===== config.mk =====
export PLATFORM = sky130hd
export DESIGN_NAME = uart_tx_arbiter_flat
export DESIGN_NICKNAME = d
export VERILOG_FILES = /design/src/rtl/uart_tx_arbiter_if.sv /design/src/rtl/uart_tx_arbiter.sv /design/src/flat_wrapper.sv
export SDC_FILE = /design/constraint.sdc
export NUM_CORES = 1
export LEC_CHECK = 0
export ABC_AREA = 1
export BUFFER_PORTS_ARGS = -buffer_cell sky130_fd_sc_hd__buf_4
export CAP_MARGIN = 30
export CORE_UTILIZATION = 48
export CTS_CLUSTER_SIZE = 28
export DETAILED_ROUTE_END_ITERATION = 8
export PLACE_DENSITY = 0.78
export SYNTH_ARGS = -nofsm -noshare
export SYNTH_HDL_FRONTEND = slang
export SYNTH_SLANG_ARGS = --single-unit

===== constraint.sdc =====
create_clock -name clk -period 2 [get_ports clk]
set_clock_uncertainty 0.05 [all_clocks]
set_input_delay 0.4 -clock clk [delete_from_list [all_inputs] [get_ports clk]]
set_output_delay 0.4 -clock clk [all_outputs]
set_load 0.05 [all_outputs]

===== src/rtl/uart_tx_arbiter_if.sv =====
// Signal bundle between byte sources, uart_tx_arbiter and uart_tx.
// slave: the arbiter; master: the clients together with the uart_tx transmitter.
interface uart_tx_arbiter_if #(
    parameter int unsigned NUM_REQ = 4,
    parameter int unsigned OWNER_W = 2
);
    logic [NUM_REQ-1:0]   req;
    logic [8*NUM_REQ-1:0] req_data;
    logic [NUM_REQ-1:0]   gnt;
    logic [NUM_REQ-1:0]   ack;
    logic                 tx_start;
    logic [7:0]           tx_data;
    logic                 tx_busy;
    logic                 tx_done;
    logic                 busy;
    logic [OWNER_W-1:0]   owner;
    logic                 err;

    modport slave (
        input  req, req_data, tx_busy, tx_done,
        output gnt, ack, tx_start, tx_data, busy, owner, err
    );

    modport master (
        output req, req_data, tx_busy, tx_done,
        input  gnt, ack, tx_start, tx_data, busy, owner, err
    );
endinterface


===== src/rtl/uart_tx_arbiter.sv =====
// Round-robin arbiter sharing one uart_tx between NUM_REQ byte sources.
// Optional watchdog enabled by defining UART_ARB_TIMEOUT_EN.
module uart_tx_arbiter #(
    parameter int unsigned NUM_REQ        = 4,
    parameter int unsigned OWNER_W        = 2,
    parameter int unsigned TIMEOUT_CYCLES = 100000
) (
    input logic              clk,
    input logic              reset,
    uart_tx_arbiter_if.slave bus
);

    if (OWNER_W != $clog2(NUM_REQ) || NUM_REQ < 2 || NUM_REQ > 8 || TIMEOUT_CYCLES < 2)
    begin : g_bad_cfg
        $error("uart_tx_arbiter: inconsistent parameters");
    end

    typedef enum logic [1:0] {StIdle, StStart, StWaitBusy, StWaitDone} state_e;

    state_e             state_q;
    logic [OWNER_W-1:0] last_owner_q;
    logic [OWNER_W-1:0] owner_q;
    logic [NUM_REQ-1:0] gnt_q;
    logic [NUM_REQ-1:0] ack_q;
    logic               tx_start_q;
    logic [7:0]         tx_data_q;
    logic               busy_q;

`ifdef UART_ARB_TIMEOUT_EN
    localparam int unsigned TmoW = $clog2(TIMEOUT_CYCLES + 1);
    logic [TmoW-1:0] tmo_cnt_q;
    logic            err_q;
`endif

    // Scan starts just after the previous owner so every source gets a turn.
    logic               winner_valid;
    logic [OWNER_W-1:0] winner;

    always_comb begin
        int unsigned idx;
        idx          = 0;
        winner_valid = 1'b0;
        winner       = '0;
        for (int unsigned k = 1; k <= NUM_REQ; k++) begin
            idx = (32'(last_owner_q) + k) % NUM_REQ;
            if (!winner_valid && bus.req[idx]) begin
                winner_valid = 1'b1;
                winner       = OWNER_W'(idx);
            end
        end
    end

    always_ff @(posedge clk) begin
        if (!reset) begin
            state_q      <= StIdle;
            last_owner_q <= OWNER_W'(NUM_REQ - 1);
            owner_q      <= '0;
            gnt_q        <= '0;
            ack_q        <= '0;
            tx_start_q   <= 1'b0;
            tx_data_q    <= '0;
            busy_q       <= 1'b0;
`ifdef UART_ARB_TIMEOUT_EN
            tmo_cnt_q    <= '0;
            err_q        <= 1'b0;
`endif
        end else begin
            ack_q      <= '0;
            tx_start_q <= 1'b0;
`ifdef UART_ARB_TIMEOUT_EN
            err_q      <= 1'b0;
`endif
            unique case (state_q)
                StIdle: begin
                    if (winner_valid) begin
                        gnt_q     <= NUM_REQ'(1) << winner;
                        owner_q   <= winner;
                        tx_data_q <= bus.req_data[{winner, 3'b000} +: 8];
                        busy_q    <= 1'b1;
                        state_q   <= StStart;
`ifdef UART_ARB_TIMEOUT_EN
                        tmo_cnt_q <= '0;
`endif
                    end
                end
                StStart: begin
                    tx_start_q <= 1'b1;
                    state_q    <= StWaitBusy;
                end
                StWaitBusy, StWaitDone: begin
                    // A done seen before busy still counts as a finished frame.
                    if (bus.tx_done) begin
                        ack_q        <= NUM_REQ'(1) << owner_q;
                        gnt_q        <= '0;
                        last_owner_q <= owner_q;
                        busy_q       <= 1'b0;
                        state_q      <= StIdle;
                    end
`ifdef UART_ARB_TIMEOUT_EN
                    else if (tmo_cnt_q == TmoW'(TIMEOUT_CYCLES - 1)) begin
                        err_q        <= 1'b1;
                        gnt_q        <= '0;
                        last_owner_q <= owner_q;
                        busy_q       <= 1'b0;
                        state_q      <= StIdle;
                    end
`endif
                    else begin
`ifdef UART_ARB_TIMEOUT_EN
                        tmo_cnt_q <= tmo_cnt_q + TmoW'(1);
`endif
                        if (state_q == StWaitBusy && bus.tx_busy) begin
                            state_q <= StWaitDone;
                        end
                    end
                end
                default: state_q <= StIdle;
            endcase
        end
    end

    assign bus.gnt      = gnt_q;
    assign bus.ack      = ack_q;
    assign bus.tx_start = tx_start_q;
    assign bus.tx_data  = tx_data_q;
    assign bus.busy     = busy_q;
    assign bus.owner    = owner_q;
`ifdef UART_ARB_TIMEOUT_EN
    assign bus.err      = err_q;
`else
    assign bus.err      = 1'b0;
`endif

endmodule


===== src/flat_wrapper.sv =====
// flat-port wrapper written by rule: the top's interface ports become plain ports
module uart_tx_arbiter_flat 
#(
    parameter int unsigned NUM_REQ        = 4,
    parameter int unsigned OWNER_W        = 2,
    parameter int unsigned TIMEOUT_CYCLES = 100000
)
  (clk, reset, bus_req, bus_req_data, bus_tx_busy, bus_tx_done, bus_gnt, bus_ack, bus_tx_start, bus_tx_data, bus_busy, bus_owner, bus_err);
  uart_tx_arbiter_if #(.NUM_REQ(NUM_REQ), .OWNER_W(OWNER_W)) bus_i ();
  input logic clk;
  input logic reset;
  input wire logic [$bits(bus_i.req)-1:0] bus_req;
  input wire logic [$bits(bus_i.req_data)-1:0] bus_req_data;
  input wire logic [$bits(bus_i.tx_busy)-1:0] bus_tx_busy;
  input wire logic [$bits(bus_i.tx_done)-1:0] bus_tx_done;
  output wire logic [$bits(bus_i.gnt)-1:0] bus_gnt;
  output wire logic [$bits(bus_i.ack)-1:0] bus_ack;
  output wire logic [$bits(bus_i.tx_start)-1:0] bus_tx_start;
  output wire logic [$bits(bus_i.tx_data)-1:0] bus_tx_data;
  output wire logic [$bits(bus_i.busy)-1:0] bus_busy;
  output wire logic [$bits(bus_i.owner)-1:0] bus_owner;
  output wire logic [$bits(bus_i.err)-1:0] bus_err;
  assign bus_i.req = bus_req;
  assign bus_i.req_data = bus_req_data;
  assign bus_i.tx_busy = bus_tx_busy;
  assign bus_i.tx_done = bus_tx_done;
  assign bus_gnt = bus_i.gnt;
  assign bus_ack = bus_i.ack;
  assign bus_tx_start = bus_i.tx_start;
  assign bus_tx_data = bus_i.tx_data;
  assign bus_busy = bus_i.busy;
  assign bus_owner = bus_i.owner;
  assign bus_err = bus_i.err;
  uart_tx_arbiter #(.NUM_REQ(NUM_REQ), .OWNER_W(OWNER_W), .TIMEOUT_CYCLES(TIMEOUT_CYCLES)) u_core (.clk(clk), .reset(reset), .bus(bus_i));
endmodule

Yosys cells after proc, flatten, opt, wreduce, memory -nomap -nowiden --
Index checks and enable logic that the tools add are counted.
Operators by class: shift-type cells 3, muxes and demuxes 27, reductions and logical operators 15, equal/unequal tests 6, magnitude comparators 4, $add $sub $neg 4
Operators with widths (count):
- $shiftx 32x6->8 | 1
- $mux 2 | 7
- $lt 2x3->1 const B | 4
- $mux 1 | 11
- $bmux 1 s2 | 4
- $mux 4 | 2
- $pmux 4 s2 | 1
- $shl 1x2->4 const A | 2
- $pmux 2 s3 | 1
- $reduce_and 2->1 | 3
- $reduce_and 3->1 | 2
- $add 2x1->2 const B | 2
- $add 2x2->2 const B | 2
- $eq 2x2->1 const B | 2
- $logic_and 1x1->1 | 4
- $logic_not 1->1 | 3
- $ne 3x2->1 const B | 1
- $eq 2x1->1 const B | 1
- $logic_not 2->1 | 1
- $ne 2x1->1 const B | 1
- $ne 2x2->1 const B | 1
- $pmux 1 s2 | 1
- $reduce_bool 2->1 | 1
- $reduce_or 2->1 | 1
Word-level totals: flip-flop bits (word level) 24, output and inout bits 21

Depth between registers and ports, before layout --
depth in word-level cells 16, depth in mapped cells 18, depth with buffers taken out 16

Worst setup path before layout --
No wires, ideal clock.
path kind register to register, from register u_core.last_owner_q[0], to register u_core.tx_data_q[3] (netlist: u_core.bus.tx_data[3]), clock period less this slack 1747 ps, stages on the path, launching flop included 17, setup slack 253 ps, data arrival time 1579 ps, buffers on the path 3, library setup time 118 ps, cell sequence dfxtp_1 -> buf_6 -> inv_6 -> nand2_1 -> nand2_1 -> nand2_1 -> nand2_2 -> nor2_8 -> nand4_4 -> buf_6 -> nand2_4 -> buf_12 -> inv_4 -> nand3_1 -> nand3_1 -> nor2_1 -> nor2_1
On the way: cells in the longest elaborated chain, start to end 14, elaborated cells between the ends (all ways) 28, those cells by class add/sub (4); shift (1); mux (16); reduce/logical (7)
Ends and longest elaborated chain:
- start: declaration | RTL line uart_tx_arbiter.sv:21 | logic [OWNER_W-1:0] last_owner_q;
- start signal: assignment | RTL line uart_tx_arbiter.sv:56 | last_owner_q <= OWNER_W'(NUM_REQ - 1);
- start signal: assignment | RTL line uart_tx_arbiter.sv:95 | last_owner_q <= owner_q;
- $add 2x1->2 | RTL line uart_tx_arbiter.sv:45 | idx = (32'(last_owner_q) + k) % NUM_REQ;
- $bmux 1 s2 | RTL line uart_tx_arbiter.sv:46 | if (!winner_valid && bus.req[idx]) begin
- $mux 1 (implied by the code) | RTL line uart_tx_arbiter.sv:46
- $mux 1 | RTL line uart_tx_arbiter.sv:46
- $logic_not 1->1 | RTL line uart_tx_arbiter.sv:46
- $logic_and 1x1->1 | RTL line uart_tx_arbiter.sv:46
- $mux 1 | RTL line uart_tx_arbiter.sv:46
- $logic_not 1->1 | RTL line uart_tx_arbiter.sv:46
- $logic_and 1x1->1 | RTL line uart_tx_arbiter.sv:46
- $mux 1 | RTL line uart_tx_arbiter.sv:46
- $logic_not 1->1 | RTL line uart_tx_arbiter.sv:46
- $logic_and 1x1->1 | RTL line uart_tx_arbiter.sv:46
- $mux 2 / $mux 1 (equally long branches) | RTL line uart_tx_arbiter.sv:46
- $shiftx 32x6->8 / $reduce_and 2->1 (equally long branches)
- end signal: assignment | RTL line uart_tx_arbiter.sv:78 | tx_data_q <= bus.req_data[{winner, 3'b000} +: 8];
- end: declaration | RTL line uart_tx_arbiter.sv:26 | logic [7:0] tx_data_q;
Several ways; a longest one is shown, not always the timed one. The select of a mux whose other input is x is not followed. A chain may end at the register's enable or synchronous reset.

Final worst setup path --
from register u_core.last_owner_q[0], to register u_core.tx_data_q[6] (netlist: u_core.bus.tx_data[6])
The elaborated chain is that of the path after synthesis.

==> qor.log <==
qor: status.status complete, no violations
qor: worst_setup_path.critical_path.reg2reg.startpoint u_core.last_owner_q[0]
qor: sta.finalMaxSlewViolations 0
qor: clock_network.h-tree-depth 1
qor: place.hpwl 2.94 mm
qor: power.sw_ratio 48.2%
qor: worst_setup_path.critical_path.max_fanout 9
qor: worst_setup_path.cp_common_cell sky130_fd_sc_hd__nand2_1
qor: worst_setup_path.startpoint_type register
qor: place.port_buffers 59
qor: final_layout.finish.net_count 337
qor: worst_setup_path.max_stage_delay 350 ps
qor: sta.fin_tns_setup 0 ps
qor: drt.vias_per_cell 4.94
qor: power.power.net_switching 1.09 mW
qor: worst_setup_path.cp.arrival 2050 ps
qor: worst_setup_path.worst-r2r-setup-slack 120 ps
qor: clock_network.clock-sinks 24
qor: worst_setup_path.cp_endpoint_kind register
qor: global_route.gr-usage-all-layers 22.5%
qor: die.placementRows 20
qor: synthesis.synth-edff-count 0
qor: drt.dr.first_iter.drc_count 43
qor: min_path.hold_path_startpoint reset
qor: final_layout.multi_input_comb_area 951 µm²
qor: power.power.share.combinational 61.3%
qor: global_route.antenna_found_initial 0
qor: die.dieArea 3430 µm²
qor: global_route.grt_pass1_wl 6.04 mm
qor: clock_network.maximum_buffer_depth_of_the_clock_tree 2
qor: synthesis.post_synth_instance_area 1540 µm²
qor: place.place_congestion 0.874
qor: clock_network.clk_transition_reported_paths 120 ps
qor: worst_setup_path.cell_family_with_the_largest_share_of_critical_path_delay simple AND/OR/NAND/NOR gates
qor: drt.wl_per_cell 11.7 µm
qor: power.p_per_area 1030 nW/µm²
qor: worst_setup_path.setup.worst_path.class register to register
qor: worst_setup_path.r2r.worst_path.cells 18
qor: clock_network.cts_inserted_buffers 3
qor: sta.fin_worst_hold_slack 324 ps
qor: min_path.destination_of_the_worst_hold_path u_core.bus.owner[1]
qor: job.cap_viol_max_count 0
qor: global_route.grt_max_degree 20
qor: die.core_area 3050 µm²
qor: drt.routed_wirelength 3.98 mm
qor: synthesis.synth.distinct_cells 29
qor: synthesis.gate_count_of_the_mapped_netlist 225
qor: final_layout.antenna-diode-count 0
qor: worst_setup_path.slowest_stage sky130_fd_sc_hd__dfxtp_2
qor: power.power.share.clock 10.9%
qor: final_layout.share_of_cells_above_drive_strength_1 40.9%
qor: worst_setup_path.cp.buffers_inverters 4
qor: sta.finalWorstPathRequiredPeriod 1880 ps
qor: synthesis.postSynth.topFlopCell sky130_fd_sc_hd__dfxtp_1
qor: drt.vias 1680
qor: min_path.hold_critical_path_depth 3
qor: die.pin_count 61
qor: clock_network.clk-insertion-delay-late 300 ps
qor: synthesis.synthArstFlopShare 0%
qor: worst_setup_path.crit_required 2170 ps
qor: power.leakagePower 1.16 nW
qor: drt.drcViolationCount 0
qor: global_route.congestion_overflow_gr 0
qor: die.fp.dieH 58.6 µm
qor: final_layout.most-common-layout-cells 66 x sky130_fd_sc_hd__buf_4, 56 x sky130_fd_sc_hd__nand2_1, 34 x sky130_fd_sc_hd__nand3_1
qor: final_layout.fin_cells 340
qor: sta.timing_hold_violations_final 0
qor: final_layout.layout.cell_area.non_filler 2200 µm²
qor: place.placedCellCount 329
qor: die.floorplan.initialDensity 50.3%
qor: sta.setup_viol 0
qor: sta.min_period_over_period 94.1%
qor: worst_setup_path.timing.critical_path.cells buf_6 > inv_6 > nand2_1 > nand2_2 > nand2_1 > nand2_2 > nand2_1 > nand2_1 > nand2_2 > nand2_4 > buf_12 > nand2_8 > nand2_2 > nand2_1 > nand2_1 > nand3_1 > nand2_1 > inv_1
qor: synthesis.syn_area_cell 6.82 µm²
qor: sta.achievable-frequency 531 MHz
qor: final_layout.n_fill_cell 281
qor: final_layout.syn2layout_area_growth 43.5%
qor: final_layout.most_frequent_standard_cell_in_the_layout_excluding_fill_and_tap_cells sky130_fd_sc_hd__buf_4
qor: place.placement.cell_area 2020 µm²
qor: global_route.grt_pass1_vias 1448
qor: synthesis.fraction_of_the_yosys_area_taken_by_sequential_cells 31.3%
qor: clock_network.cts_hold_buffers 0
qor: drt.route.antenna.remaining_nets 0
qor: min_path.hold_path.class input port to register
qor: clock_network.clock-root-buffer sky130_fd_sc_hd__clkbuf_4
qor: drt.drt_pre_antenna_iters 4
qor: power.ir_drop 0.757 mV
qor: power.internal-power 1.18 mW
qor: power.seq_power_share 27.8%
qor: synthesis.synthesis.yosys.warnings 0
qor: final_layout.storage_cell_area 483 µm²
qor: synthesis.mappedNetlistNets 265
qor: synthesis.postSynthRegisterBits 24
qor: clock_network.tritoncts_clock_tree built
qor: die.die_span_in_x 58.6 µm
qor: worst_setup_path.worst_r2r_endpoint u_core.bus.tx_data[6]
-- stage by stage --
stage	total power [mW]	util [%]	worst slack [ps]
2_1_floorplan	1.58	-	253
3_3_place_gp	1.86	66.1	96.5
3_5_place_dp	1.87	66.1	72.4
4_1_cts	2.12	67.3	57.8
5_1_grt	2.41	72.2	-26.9
6_report	2.27	72.2	118
-- cells in the mapped netlist (2+ instances only) --
master	count	area, µm²
sky130_fd_sc_hd__buf_6	3	33.8
sky130_fd_sc_hd__a21oi_1	3	15.0
sky130_fd_sc_hd__o31ai_2	2	25.0
sky130_fd_sc_hd__o21ai_0	6	30.0
sky130_fd_sc_hd__buf_4	2	15.0
sky130_fd_sc_hd__nand3_1	37	185
sky130_fd_sc_hd__nand2_2	15	93.8
sky130_fd_sc_hd__nor3_1	3	15.0
sky130_fd_sc_hd__nor2_1	25	93.8
sky130_fd_sc_hd__nor2_8	3	60.1
sky130_fd_sc_hd__dfxtp_1	24	480
sky130_fd_sc_hd__clkinv_1	2	7.51
sky130_fd_sc_hd__inv_1	17	63.8
sky130_fd_sc_hd__nand2_4	4	45.0
sky130_fd_sc_hd__nand2_1	61	229
sky130_fd_sc_hd__inv_2	3	11.3
sky130_fd_sc_hd__o31ai_1	2	15.0
sky130_fd_sc_hd__nand4_1	2	12.5
-- final cells by class --
cell class | count | area share (%)
multi-input cells | 172 | 43.2
clock buffers | 4 | 1.65
well taps | 44 | 2.50
repair buffers | 71 | 25.8
flip-flops and latches | 24 | 21.9
repair inverters | 1 | 0.284
inverters | 24 | 4.66
-- flip-flops by register name, summed over array words and instances (netlist names) --
signal and count:
u_core.bus.tx_start 1, u_core.last_owner_q 2, u_core.bus.owner 2, u_core.bus.ack 4, u_core.bus.busy 1, u_core.bus.tx_data 8
u_core.state_q 2, u_core.bus.gnt 4
-- logic make-up after synthesis --
logic type / synth area share, %
flops: 31.3
compound gates: 7.66
buf+inv: 11.2
simple gates: 49.6
other cells: 0.244
-- power by group through the flow --
stage	logic [mW]	clock network (mW)	registers, mW
2_1_floorplan	0.676	0	0.904
3_3_place_gp	1.22	0	0.640
3_5_place_dp	1.23	0	0.637
4_1_cts	1.24	0.251	0.630
5_1_grt	1.51	0.265	0.641
6_report	1.39	0.247	0.630
-- how the worst max path moves through the flow --
| stage | start | end | slack [ps] | cells after the start |
|---|---|---|---|---|
| after floorplan | u_core.last_owner_q[0] | u_core.bus.tx_data[3] | 250 | 16 |
| after global placement | u_core.last_owner_q[0] | u_core.bus.tx_data[4] | 100 | 15 |
| after detailed placement | u_core.last_owner_q[0] | u_core.bus.tx_data[4] | 70 | 15 |
| after CTS | u_core.last_owner_q[0] | u_core.bus.tx_data[4] | 60 | 15 |
| after global routing | u_core.last_owner_q[0] | u_core.bus.tx_data[5] | -30 | 15 |
| final | u_core.last_owner_q[0] | u_core.bus.tx_data[6] | 120 | 18 |
-- tightest hold or removal path: cells and delay by family --
kind,cells,cell delay [ps]
AOI/OAI and AO/OA,2,110
buffers and inverters,1,140
-- routing by layer --
layer	wire length, µm	vias up	global-route usage (%)	part of all wire [%]
li1	-	863	-	-
met1	1650	745	26.1	42
met2	2030	64	42.2	51
met3	226	8	5.93	5.7
met4	70	0	3.40	1.8
met5	0	-	0	0
-- repair_timing --
action                                  4_1_cts  5_1_grt
gates resized for setup                       0       21
endpoints found under the setup margin        0       10
buffers inserted                              0        3
Note: power is estimated with default switching activity, not from simulation.
